===== src/rtl/z80_bank_mmu_if.sv =====
// CPU-side and SRAM-side signal bundle for the Z80 banked memory controller.
// The master side is the CPU bus; the slave side is the controller itself.
interface z80_bank_mmu_if #(
  parameter int unsigned SRAM_AW = 18
);
  // CPU bus
  logic [15:0]        cpu_a;
  logic               cpu_n_mreq;
  logic               cpu_n_iorq;
  logic               cpu_n_rd;
  logic               cpu_n_wr;
  logic [7:0]         cpu_dout;
  logic [7:0]         mmu_dout;
  logic               mmu_n_sel;
  logic               cpu_n_wait;
  // SRAM port
  logic [SRAM_AW-1:0] ram_a;
  logic               ram_n_cs;
  logic               ram_n_oe;
  logic               ram_n_we;
  logic               ram_dout_en;
  // Status
  logic               rom_active;
  logic               mmu_en;

  modport master (
    output cpu_a, cpu_n_mreq, cpu_n_iorq, cpu_n_rd, cpu_n_wr, cpu_dout,
    input  mmu_dout, mmu_n_sel, cpu_n_wait,
    input  ram_a, ram_n_cs, ram_n_oe, ram_n_we, ram_dout_en,
    input  rom_active, mmu_en
  );

  modport slave (
    input  cpu_a, cpu_n_mreq, cpu_n_iorq, cpu_n_rd, cpu_n_wr, cpu_dout,
    output mmu_dout, mmu_n_sel, cpu_n_wait,
    output ram_a, ram_n_cs, ram_n_oe, ram_n_we, ram_dout_en,
    output rom_active, mmu_en
  );
endinterface


===== src/rtl/z80_bank_mmu.sv =====
// Banked Z80 memory controller: window/page address translation into SRAM, boot-ROM
// overlay, I/O-programmed page/control registers and clk100 SRAM strobe sequencing.
module z80_bank_mmu #(
  parameter int unsigned SRAM_AW       = 18,
  parameter int unsigned WIN_BITS      = 2,
  parameter logic [7:0]  MMU_IO_BASE   = 8'h78,
  parameter logic [7:0]  MMU_CTRL_PORT = 8'h7F,
  parameter logic [7:0]  ROM_DIS_PORT  = 8'h38,
  parameter int unsigned ROM_PAGE      = 0,
  parameter int unsigned STROBE_CYC    = 3
) (
  input logic           clk100,
  input logic           n_reset,
  z80_bank_mmu_if.slave bus
);

  localparam int unsigned PAGE_W  = SRAM_AW - 16 + WIN_BITS;
  localparam int unsigned NUM_WIN = 1 << WIN_BITS;
  localparam int unsigned OFF_W   = 16 - WIN_BITS;

  if (PAGE_W < 1 || PAGE_W > 8) begin : g_bad_page_w
    $error("z80_bank_mmu: PAGE_W must be in 1..8");
  end
  if (MMU_IO_BASE[WIN_BITS-1:0] != '0) begin : g_bad_io_base
    $error("z80_bank_mmu: MMU_IO_BASE must be aligned to the window count");
  end
  if (STROBE_CYC < 1 || STROBE_CYC > 15) begin : g_bad_strobe
    $error("z80_bank_mmu: STROBE_CYC must be in 1..15");
  end

  typedef enum logic [2:0] {
    StIdle,
    StSetup,
    StStrobe,
    StHold,
    StDone
  } state_e;

  // ---------------------------------------------------------------------------
  // Strobe synchronisers (reset to the inactive-high level)
  // ---------------------------------------------------------------------------
  logic [3:0] sync1_q, sync2_q;
  logic       n_mreq_s, n_iorq_s, n_rd_s, n_wr_s;

  always_ff @(posedge clk100 or negedge n_reset) begin
    if (!n_reset) begin
      sync1_q <= '1;
      sync2_q <= '1;
    end else begin
      sync1_q <= {bus.cpu_n_mreq, bus.cpu_n_iorq, bus.cpu_n_rd, bus.cpu_n_wr};
      sync2_q <= sync1_q;
    end
  end

  assign {n_mreq_s, n_iorq_s, n_rd_s, n_wr_s} = sync2_q;

  logic mem_start, mem_is_wr, io_wr, io_rd;

  // rd and wr low together is not a valid memory cycle.
  assign mem_start = !n_mreq_s && (n_rd_s != n_wr_s);
  assign mem_is_wr = !n_wr_s;
  assign io_wr     = !n_iorq_s && !n_wr_s;
  assign io_rd     = !n_iorq_s && !n_rd_s;

  // ---------------------------------------------------------------------------
  // Page, control and overlay registers
  // ---------------------------------------------------------------------------
  logic [PAGE_W-1:0] page_q [NUM_WIN];
  logic [PAGE_W-1:0] page_d [NUM_WIN];
  logic              mmu_en_q, mmu_en_d;
  logic              rom_active_q, rom_active_d;

  logic              io_wr_q;
  logic [7:0]        io_addr_q;
  logic [PAGE_W-1:0] io_data_q;
  logic              io_commit;
  logic              wr_ctrl, wr_rom_dis, wr_page;

  always_ff @(posedge clk100 or negedge n_reset) begin
    if (!n_reset) begin
      io_wr_q   <= 1'b0;
      io_addr_q <= '0;
      io_data_q <= '0;
    end else begin
      io_wr_q <= io_wr;
      if (io_wr) begin
        io_addr_q <= bus.cpu_a[7:0];
        io_data_q <= bus.cpu_dout[PAGE_W-1:0];
      end
    end
  end

  // Registers are updated at the trailing edge of the I/O write, using the
  // address/data captured while the synchronised strobe was valid.
  assign io_commit  = io_wr_q && !io_wr;
  assign wr_ctrl    = (io_addr_q == MMU_CTRL_PORT);
  assign wr_rom_dis = (io_addr_q == ROM_DIS_PORT);
  assign wr_page    = (io_addr_q[7:WIN_BITS] == MMU_IO_BASE[7:WIN_BITS]) && !wr_ctrl;

  always_comb begin
    page_d       = page_q;
    mmu_en_d     = mmu_en_q;
    rom_active_d = rom_active_q;
    if (io_commit) begin
      if (wr_ctrl) begin
        mmu_en_d = io_data_q[0];
      end
      if (wr_rom_dis) begin
        rom_active_d = 1'b0;
      end
      if (wr_page) begin
        page_d[io_addr_q[WIN_BITS-1:0]] = io_data_q;
      end
    end
  end

  always_ff @(posedge clk100 or negedge n_reset) begin
    if (!n_reset) begin
      for (int i = 0; i < NUM_WIN; i++) begin
        page_q[i] <= PAGE_W'(i);
      end
      mmu_en_q     <= 1'b0;
      rom_active_q <= 1'b1;
    end else begin
      page_q       <= page_d;
      mmu_en_q     <= mmu_en_d;
      rom_active_q <= rom_active_d;
    end
  end

  // ---------------------------------------------------------------------------
  // Register readback
  // ---------------------------------------------------------------------------
  logic rd_ctrl, rd_page;

  assign rd_ctrl = io_rd && (bus.cpu_a[7:0] == MMU_CTRL_PORT);
  assign rd_page = io_rd && (bus.cpu_a[7:WIN_BITS] == MMU_IO_BASE[7:WIN_BITS]) && !rd_ctrl;

  always_comb begin
    bus.mmu_dout = '0;
    if (rd_ctrl) begin
      bus.mmu_dout = {7'b0, mmu_en_q};
    end else if (rd_page) begin
      bus.mmu_dout = 8'(page_q[bus.cpu_a[WIN_BITS-1:0]]);
    end
  end

  assign bus.mmu_n_sel = !(rd_ctrl || rd_page);

  // ---------------------------------------------------------------------------
  // Address translation
  // ---------------------------------------------------------------------------
  logic [WIN_BITS-1:0] win_idx;
  logic [PAGE_W-1:0]   xlat_page;
  logic [SRAM_AW-1:0]  xlat_addr;

  assign win_idx = bus.cpu_a[15 -: WIN_BITS];

  // Overlay applies to reads only; writes fall through to the RAM underneath.
  always_comb begin
    if (rom_active_q && (win_idx == '0) && !mem_is_wr) begin
      xlat_page = PAGE_W'(ROM_PAGE);
    end else if (mmu_en_q) begin
      xlat_page = page_q[win_idx];
    end else begin
      xlat_page = PAGE_W'(win_idx);
    end
  end

  assign xlat_addr = {xlat_page, bus.cpu_a[OFF_W-1:0]};

  // ---------------------------------------------------------------------------
  // Memory access FSM
  // ---------------------------------------------------------------------------
  state_e             state_q, state_d;
  logic [3:0]         cnt_q, cnt_d;
  logic [SRAM_AW-1:0] ram_a_q, ram_a_d;
  logic               is_wr_q, is_wr_d;

  always_comb begin
    state_d = state_q;
    cnt_d   = cnt_q;
    ram_a_d = ram_a_q;
    is_wr_d = is_wr_q;
    unique case (state_q)
      StIdle: begin
        if (mem_start) begin
          state_d = StSetup;
          ram_a_d = xlat_addr;
          is_wr_d = mem_is_wr;
        end
      end
      StSetup: begin
        state_d = StStrobe;
        cnt_d   = 4'(STROBE_CYC - 1);
      end
      StStrobe: begin
        if (cnt_q == '0) begin
          state_d = StHold;
        end else begin
          cnt_d = cnt_q - 4'd1;
        end
      end
      StHold: begin
        state_d = StDone;
      end
      StDone: begin
        if (n_mreq_s) begin
          state_d = StIdle;
        end
      end
      default: state_d = StIdle;
    endcase
  end

  always_ff @(posedge clk100 or negedge n_reset) begin
    if (!n_reset) begin
      state_q <= StIdle;
      cnt_q   <= '0;
      ram_a_q <= '0;
      is_wr_q <= 1'b0;
    end else begin
      state_q <= state_d;
      cnt_q   <= cnt_d;
      ram_a_q <= ram_a_d;
      is_wr_q <= is_wr_d;
    end
  end

  logic in_cycle;

  assign in_cycle        = (state_q == StSetup) || (state_q == StStrobe) || (state_q == StHold);
  assign bus.ram_a       = ram_a_q;
  assign bus.ram_n_cs    = !in_cycle;
  assign bus.ram_n_oe    = !((state_q == StStrobe) && !is_wr_q);
  assign bus.ram_n_we    = !((state_q == StStrobe) && is_wr_q);
  assign bus.ram_dout_en = in_cycle && is_wr_q;
  assign bus.cpu_n_wait  = !((state_q == StSetup) || (state_q == StStrobe));
  assign bus.rom_active  = rom_active_q;
  assign bus.mmu_en      = mmu_en_q;

  logic unused_dout;
  assign unused_dout = ^bus.cpu_dout;

endmodule


===== src/flat_wrapper.sv =====
// flat-port wrapper written by rule: the top's interface ports become plain ports
module z80_bank_mmu_flat 
#(
  parameter int unsigned SRAM_AW       = 18,
  parameter int unsigned WIN_BITS      = 2,
  parameter logic [7:0]  MMU_IO_BASE   = 8'h78,
  parameter logic [7:0]  MMU_CTRL_PORT = 8'h7F,
  parameter logic [7:0]  ROM_DIS_PORT  = 8'h38,
  parameter int unsigned ROM_PAGE      = 0,
  parameter int unsigned STROBE_CYC    = 3
)
  (clk100, n_reset, bus_cpu_a, bus_cpu_n_mreq, bus_cpu_n_iorq, bus_cpu_n_rd, bus_cpu_n_wr, bus_cpu_dout, bus_mmu_dout, bus_mmu_n_sel, bus_cpu_n_wait, bus_ram_a, bus_ram_n_cs, bus_ram_n_oe, bus_ram_n_we, bus_ram_dout_en, bus_rom_active, bus_mmu_en);
  z80_bank_mmu_if #(.SRAM_AW(SRAM_AW)) bus_i ();
  input logic clk100;
  input logic n_reset;
  input wire logic [$bits(bus_i.cpu_a)-1:0] bus_cpu_a;
  input wire logic [$bits(bus_i.cpu_n_mreq)-1:0] bus_cpu_n_mreq;
  input wire logic [$bits(bus_i.cpu_n_iorq)-1:0] bus_cpu_n_iorq;
  input wire logic [$bits(bus_i.cpu_n_rd)-1:0] bus_cpu_n_rd;
  input wire logic [$bits(bus_i.cpu_n_wr)-1:0] bus_cpu_n_wr;
  input wire logic [$bits(bus_i.cpu_dout)-1:0] bus_cpu_dout;
  output wire logic [$bits(bus_i.mmu_dout)-1:0] bus_mmu_dout;
  output wire logic [$bits(bus_i.mmu_n_sel)-1:0] bus_mmu_n_sel;
  output wire logic [$bits(bus_i.cpu_n_wait)-1:0] bus_cpu_n_wait;
  output wire logic [$bits(bus_i.ram_a)-1:0] bus_ram_a;
  output wire logic [$bits(bus_i.ram_n_cs)-1:0] bus_ram_n_cs;
  output wire logic [$bits(bus_i.ram_n_oe)-1:0] bus_ram_n_oe;
  output wire logic [$bits(bus_i.ram_n_we)-1:0] bus_ram_n_we;
  output wire logic [$bits(bus_i.ram_dout_en)-1:0] bus_ram_dout_en;
  output wire logic [$bits(bus_i.rom_active)-1:0] bus_rom_active;
  output wire logic [$bits(bus_i.mmu_en)-1:0] bus_mmu_en;
  assign bus_i.cpu_a = bus_cpu_a;
  assign bus_i.cpu_n_mreq = bus_cpu_n_mreq;
  assign bus_i.cpu_n_iorq = bus_cpu_n_iorq;
  assign bus_i.cpu_n_rd = bus_cpu_n_rd;
  assign bus_i.cpu_n_wr = bus_cpu_n_wr;
  assign bus_i.cpu_dout = bus_cpu_dout;
  assign bus_mmu_dout = bus_i.mmu_dout;
  assign bus_mmu_n_sel = bus_i.mmu_n_sel;
  assign bus_cpu_n_wait = bus_i.cpu_n_wait;
  assign bus_ram_a = bus_i.ram_a;
  assign bus_ram_n_cs = bus_i.ram_n_cs;
  assign bus_ram_n_oe = bus_i.ram_n_oe;
  assign bus_ram_n_we = bus_i.ram_n_we;
  assign bus_ram_dout_en = bus_i.ram_dout_en;
  assign bus_rom_active = bus_i.rom_active;
  assign bus_mmu_en = bus_i.mmu_en;
  z80_bank_mmu #(.SRAM_AW(SRAM_AW), .WIN_BITS(WIN_BITS), .MMU_IO_BASE(MMU_IO_BASE), .MMU_CTRL_PORT(MMU_CTRL_PORT), .ROM_DIS_PORT(ROM_DIS_PORT), .ROM_PAGE(ROM_PAGE), .STROBE_CYC(STROBE_CYC)) u_core (.clk100(clk100), .n_reset(n_reset), .bus(bus_i));
endmodule

===== config.mk =====
export PLATFORM = sky130hd
export DESIGN_NAME = z80_bank_mmu_flat
export DESIGN_NICKNAME = d
export VERILOG_FILES = /design/src/rtl/z80_bank_mmu_if.sv /design/src/rtl/z80_bank_mmu.sv /design/src/flat_wrapper.sv
export SDC_FILE = /design/constraint.sdc
export NUM_CORES = 1
export LEC_CHECK = 0
export ABC_AREA = 1
export CORE_UTILIZATION = 50
export DETAILED_ROUTE_END_ITERATION = 6
export PLACE_DENSITY = 0.81
export SKIP_CTS_REPAIR_TIMING = 1
export SYNTH_ARGS = -nofsm -noshare
export SYNTH_HDL_FRONTEND = slang
export SYNTH_SLANG_ARGS = --single-unit
export TNS_END_PERCENT = 30

===== constraint.sdc =====
create_clock -name clk100 -period 1.6 [get_ports clk100]
set_input_delay 0.16 -clock clk100 [delete_from_list [all_inputs] [get_ports clk100]]
set_output_delay 0.16 -clock clk100 [all_outputs]
set_load 0.02 [all_outputs]

After elaboration in Yosys (flattened, before gate mapping)

Cells that the tools add are included.

Bits in registers: 65
Input port bits: 30
Output and inout port bits: 34
Word-level logic and storage cells: 96

Add/sub/neg operators: 1
Magnitude comparators: 4
Eq/ne operators: 14
Mux-type cells: 19
Bitwise operators: 3
Reduce and logical (&&, ||, !) cells: 40

Operators by type and width:

| kind                  | number |
|---|---|
| $mux W4               | 9 |
| $bmux W4 S2           | 2 |
| $bwmux W16            | 1 |
| $eq A8 B7 Y1 const B  | 2 |
| $pmux W3 S5           | 1 |
| $logic_and A1 B1 Y1   | 14 |
| $logic_not A1 Y1      | 13 |
| $eq A6 B5 Y1 const B  | 2 |
| $reduce_and A2 Y1     | 5 |
| $ge A3 B3 Y1 const B  | 3 |
| $mux W3               | 3 |
| $not A2 Y3            | 3 |
| $demux W4 S2          | 1 |
| $eq A8 B6 Y1 const B  | 1 |
| $mux W8               | 1 |
| $pmux W4 S2           | 1 |
| $eq A3 B2 Y1 const B  | 2 |
| $ne A2 B1 Y1 const B  | 3 |
| $logic_not A4 Y1      | 1 |
| $sub A4 B1 Y4 const B | 1 |
| $eq A3 B1 Y1 const B  | 1 |
| $eq A3 B3 Y1 const B  | 1 |
| $logic_not A3 Y1      | 1 |
| $logic_or A1 B1 Y1    | 3 |
| other kinds (6)       | 6 |

Depth between registers and ports, before layout

Word-level depth: 7
Gate-level depth with buffers: 8
Gate-level depth less buffers: 7

Least setup slack after synthesis

Ideal clock, no wire load.

Path type: register to register
Start: reg u_core.sync2_q[0]
End: reg u_core.ram_a_q[7] (netlist: u_core.bus.ram_a[7])
Library setup time: 0.118 ns
Arrival: 1.206 ns
Required time: 1.482 ns
Path slack: 0.277 ns
Stages on the path, launching flop included: 7
Buffers on the path: 1
Period minus slack after synthesis: 1.323 ns
Path through: dfstp_2 -> nor2_1 -> nor2_4 -> nand2_4 -> buf_6 -> nand2_1 -> o21ai_2

Word-level cells in the longest chain between the ends: 3

RTL lines:

| item                        | line                | text |
|---|---|---|
| from (decl)                 | z80_bank_mmu.sv:42  | `logic [3:0] sync1_q, sync2_q;` |
| from (signal assigned)      | z80_bank_mmu.sv:51  | `sync2_q <= sync1_q;` |
| $ne A1 B1 Y1                | z80_bank_mmu.sv:60  | `assign mem_start = !n_mreq_s && (n_rd_s != n_wr_s);` |
| $logic_and A1 B1 Y1         | z80_bank_mmu.sv:60  |  |
| $reduce_and A2 Y1 (no line) | -                   |  |
| to (signal assigned)        | z80_bank_mmu.sv:225 | `ram_a_q <= ram_a_d;` |
| to (decl)                   | z80_bank_mmu.sv:177 | `logic [SRAM_AW-1:0] ram_a_q, ram_a_d;` |

Every way passes these cells.
A chain may end at the register's enable or synchronous reset.

Final worst setup path

Start: reg u_core.sync2_q[2]
End: out bus_mmu_n_sel

Word-level cells in the longest chain between the ends: 7
Elaborated cells on any way between the ends: 8
Classes of those cells: reduce/logical (8)

RTL lines:

| item                  | line                | text |
|---|---|---|
| $logic_not A1 Y1 *    | z80_bank_mmu.sv:63  | `assign io_rd = !n_iorq_s && !n_rd_s;` |
| $logic_and A1 B1 Y1 * | z80_bank_mmu.sv:63  |  |
| $logic_and A1 B1 Y1   | z80_bank_mmu.sv:136 | `assign rd_ctrl = io_rd && (bus.cpu_a[7:0] == MMU_CTRL_PORT);` |
| $logic_not A1 Y1      | z80_bank_mmu.sv:137 | `assign rd_page = io_rd && (bus.cpu_a[7:WIN_BITS] == MMU_IO_BASE[7:WIN_BITS]) && !rd_ctrl;` |
| $logic_and A1 B1 Y1   | z80_bank_mmu.sv:137 |  |
| $logic_or A1 B1 Y1 *  | z80_bank_mmu.sv:148 | `assign bus.mmu_n_sel = !(rd_ctrl \|\| rd_page);` |
| $logic_not A1 Y1 *    | z80_bank_mmu.sv:148 |  |
| to (decl)             | flat_wrapper.sv:23  | `output wire logic [$bits(bus_i.mmu_n_sel)-1:0] bus_mmu_n_sel;` |

Mark *: on every way between the ends. The rest lies on a longest branch, timed or not.

==> results.py <==
metrics = {
    "setup_path": {
        "critPathMostFrequentCell": "nor2_4",
        "worstRegToRegCells": 6,
        "worstReg2RegEnd": "u_core.page_q[12]$_DFFE_PN0P_",
        "path_max_fanout": 3,
        "critPathLaunch": "u_core.sync2_q[2]$_DFF_PN1_",
        "critPathArrivalTime_ns": 1.53,
        "path_class": "register to primary output",
        "worstPathRequired_ns": 1.44,
        "slowest_stage": "dfstp_2",
        "cp-end-kind": "primary output",
        "start_kind": "register",
        "regToRegStartpoint": "u_core.sync2_q[0]$_DFF_PN1_",
        "cp_cell_sequence": "nor2_4 > nand3_2 > nor2_4 > buf_4 > nor2_1 > clkbuf_2",
        "slowest_delay_ns": 0.56,
        "r2r_slack_ns": 0.13,
    },
    "routing": {
        "drt-total-wl_um": 7070,
        "via_count": 2622,
        "drtPass1Iterations": 4,
        "postRouteAntennaNets": 0,
        "via_per_inst": 4.95,
        "wl_per_cell_um": 13.3,
        "drc": 0,
        "dr.first_iter.drc_count": 197,
    },
    "sta": {
        "drv_slew": 0,
        "setup_viol": 2,
        "fmax_mhz": 591,
        "holdWs_ns": 0.118,
        "layout_setup_ws_ns": -0.0917,
        "skew_ns": 0.0106,
        "final.min_clock_period_ns": 1.69,
        "rsz0062_at_grt": "true",
        "fin_crit_sh_pct": 106,
        "hold_viol": 0,
    },
    "layout": {
        "drive_gt1_share_pct": 21.5,
        "fin_area_um2": 4140,
        "nets": 482,
        "nFillCells": 462,
        "final_cells": 530,
        "mostFrequentLayoutCell": "nand2_1",
        "syn2layout_area_growth_pct": 35.5,
        "layout_common_cells": "100 x nand2_1, 52 x dfrtp_1, 47 x inv_1",
        "fin_util_pct": 69.9,
        "antenna_cells": 0,
    },
    "cts": {
        "clock_sinks": 65,
        "root_buffer": "clkbuf_8",
        "clockBufferDepth": 2,
        "cts_made_buffers": 9,
        "h-tree-depth": 3,
        "cts_tree": "built",
        "insertion_delay_ns": 0.35,
        "path_clk_slew_ns": 0.08,
    },
    "min_path": {
        "hold_path.class": "input pin to register",
        "hold_end": "u_core.bus.ram_a[7]$_DFFE_PN0P_",
        "hold_depth": 3,
        "holdCritStartpoint": "bus_cpu_a[7]",
    },
    "power": {
        "p_per_area_nw_per_um2": 1400,
        "p_leak_nw": 2.05,
        "peakVddDrop_mv": 0.894,
    },
    "floorplanning": {
        "start_util_pct": 51.6,
        "core_um2": 5920,
        "dieArea_um2": 6430,
        "die_h_um": 80.2,
        "die_w_um": 80.2,
        "ios": 64,
        "fp-row-count": 28,
    },
    "run_status": {
        "violations": "setup timing",
        "status": "complete, but fails checks",
    },
    "global_route": {
        "overflow": 0,
        "grt_pass1_wl_um": 11500,
        "grt_pass1_vias": 2479,
        "grt_max_degree": 66,
        "track_usage_pct": 24.4,
        "grt_antenna_before_repair": 0,
    },
    "place": {
        "place_ws_ns": -0.519,
        "dpl-instance-area_um2": 3890,
        "place_congestion": 0.863,
        "portBuffers": 55,
        "placed_cells": 513,
        "dpl.hpwl_um": 5210,
    },
    "logic_synthesis": {
        "synthCells": 360,
        "syn_area_um2": 3060,
        "yosysSeqAreaShare_pct": 53.8,
        "synth_seq_cells": 65,
        "avgSynthCellArea_um2": 8.49,
        "ys_warn_count": 0,
        "synth.distinct_cells": 28,
    },
    "run": {
        "drv_cap": 0,
    },
}
## report_power, final
part | switching [mW] | total [mW] | leakage, nW | internal [mW]
Combinational | 1.22 | 2.21 | 1.16 | 0.990
Clock | 0.646 | 1.36 | 0.0912 | 0.715
Sequential | 0.222 | 2.23 | 0.803 | 2.01
## cell families (layout without fill, tap and decap cells)
family                     after synthesis  in the layout  synth area share, %
buffers and inverters                   62            154                 8.68
AOI/OAI and AO/OA                       64             64                 11.6
xor gates and xnor gates                 1              1                0.287
and+or+nand+nor                        165            165                 24.7
adders and majority gates                2              2                0.819
other                                    1              4                0.123
DFF                                     65             65                 53.8
## worst max-delay path: cells and delay by family (launching register included)
family                 cells  cell delay (ns)
AND/OR/NAND/NOR            4             0.32
flip-flops                 1             0.56
buffers and inverters      2             0.32
## synth_stat cells
cell type | number | area share (%)
clkbuf_1 | 3 | 0.37
o31ai_1 | 1 | 0.25
buf_2 | 2 | 0.33
nor3_1 | 4 | 0.66
buf_6 | 2 | 0.74
dfstp_2 | 13 | 11
nand4_1 | 3 | 0.61
conb_1 | 1 | 0.12
nand3_2 | 4 | 1.3
nor2_1 | 18 | 2.2
nor2_4 | 2 | 0.74
nor3_2 | 1 | 0.33
buf_4 | 4 | 0.98
a21oi_1 | 10 | 1.6
inv_1 | 50 | 6.1
xnor2_1 | 1 | 0.29
nand3_1 | 28 | 4.6
nand2_4 | 3 | 1.1
nor2_8 | 1 | 0.66
nor2_2 | 1 | 0.20
o21a_1 | 1 | 0.25
ha_1 | 2 | 0.82
nand2_1 | 100 | 12
o21ai_0 | 41 | 6.7
o21ai_2 | 8 | 2.3
dfrtp_1 | 52 | 43
o21ai_1 | 3 | 0.49
inv_2 | 1 | 0.12
## sequential cells by signal, indices dropped and copies added (netlist names)
name / cells
u_core.cnt_q: 4
u_core.sync2_q: 4
u_core.is_wr_q: 1
u_core.bus.ram_a: 18
u_core.io_wr_q: 1
u_core.bus.mmu_en: 1
u_core.sync1_q: 4
u_core.bus.rom_active: 1
u_core.page_q: 16
u_core.io_data_q: 4
u_core.state_q: 3
u_core.io_addr_q: 8
## cell type report
type / instances / area [um2] / area share, %
Clock buffer: 9 / 124 / 2.99
Clock inverter: 7 / 71.3 / 1.72
Inverter: 51 / 191 / 4.62
Multi-Input combinational cell: 236 / 1190 / 28.9
Sequential cell: 65 / 1640 / 39.7
Tap cell: 75 / 93.8 / 2.27
Timing Repair Buffer: 87 / 822 / 19.9
## worst max-delay path by stage
| stage | to | slack [ns] | cells past startpoint |
|---|---|---|---|
| finish | bus_mmu_n_sel | -0.09 | 6 |
| global route | bus_mmu_n_sel | -0.16 | 6 |
| CTS | bus_mmu_dout[1] | -0.59 | 6 |
| detailed placement | bus_mmu_dout[3] | -0.52 | 7 |
| global placement | bus_mmu_dout[1] | -0.48 | 7 |
| floorplan | u_core.bus.ram_a[7]$_DFFE_PN0P_ | 0.28 | 6 |
## per-layer routing
metal	GRT usage [%]	routed length, um	vias to the layer above	share of wire [%]
met5	0	0	-	0
met1	30.9	3190	1214	45
li1	-	-	1318	-
met3	5.34	325	10	4.6
met2	39.7	3440	80	49
met4	11.3	104	0	1.5
## through the flow
step	power (mW)	setup TNS, ns
after detailed placement	4.49	-2.38
after global routing	6.18	-0.474
final	5.80	-0.109
after CTS	5.86	-4.19
after floorplan	3.46	0
after global placement	4.41	-2.22
Power figures use the tool's default switching activity.
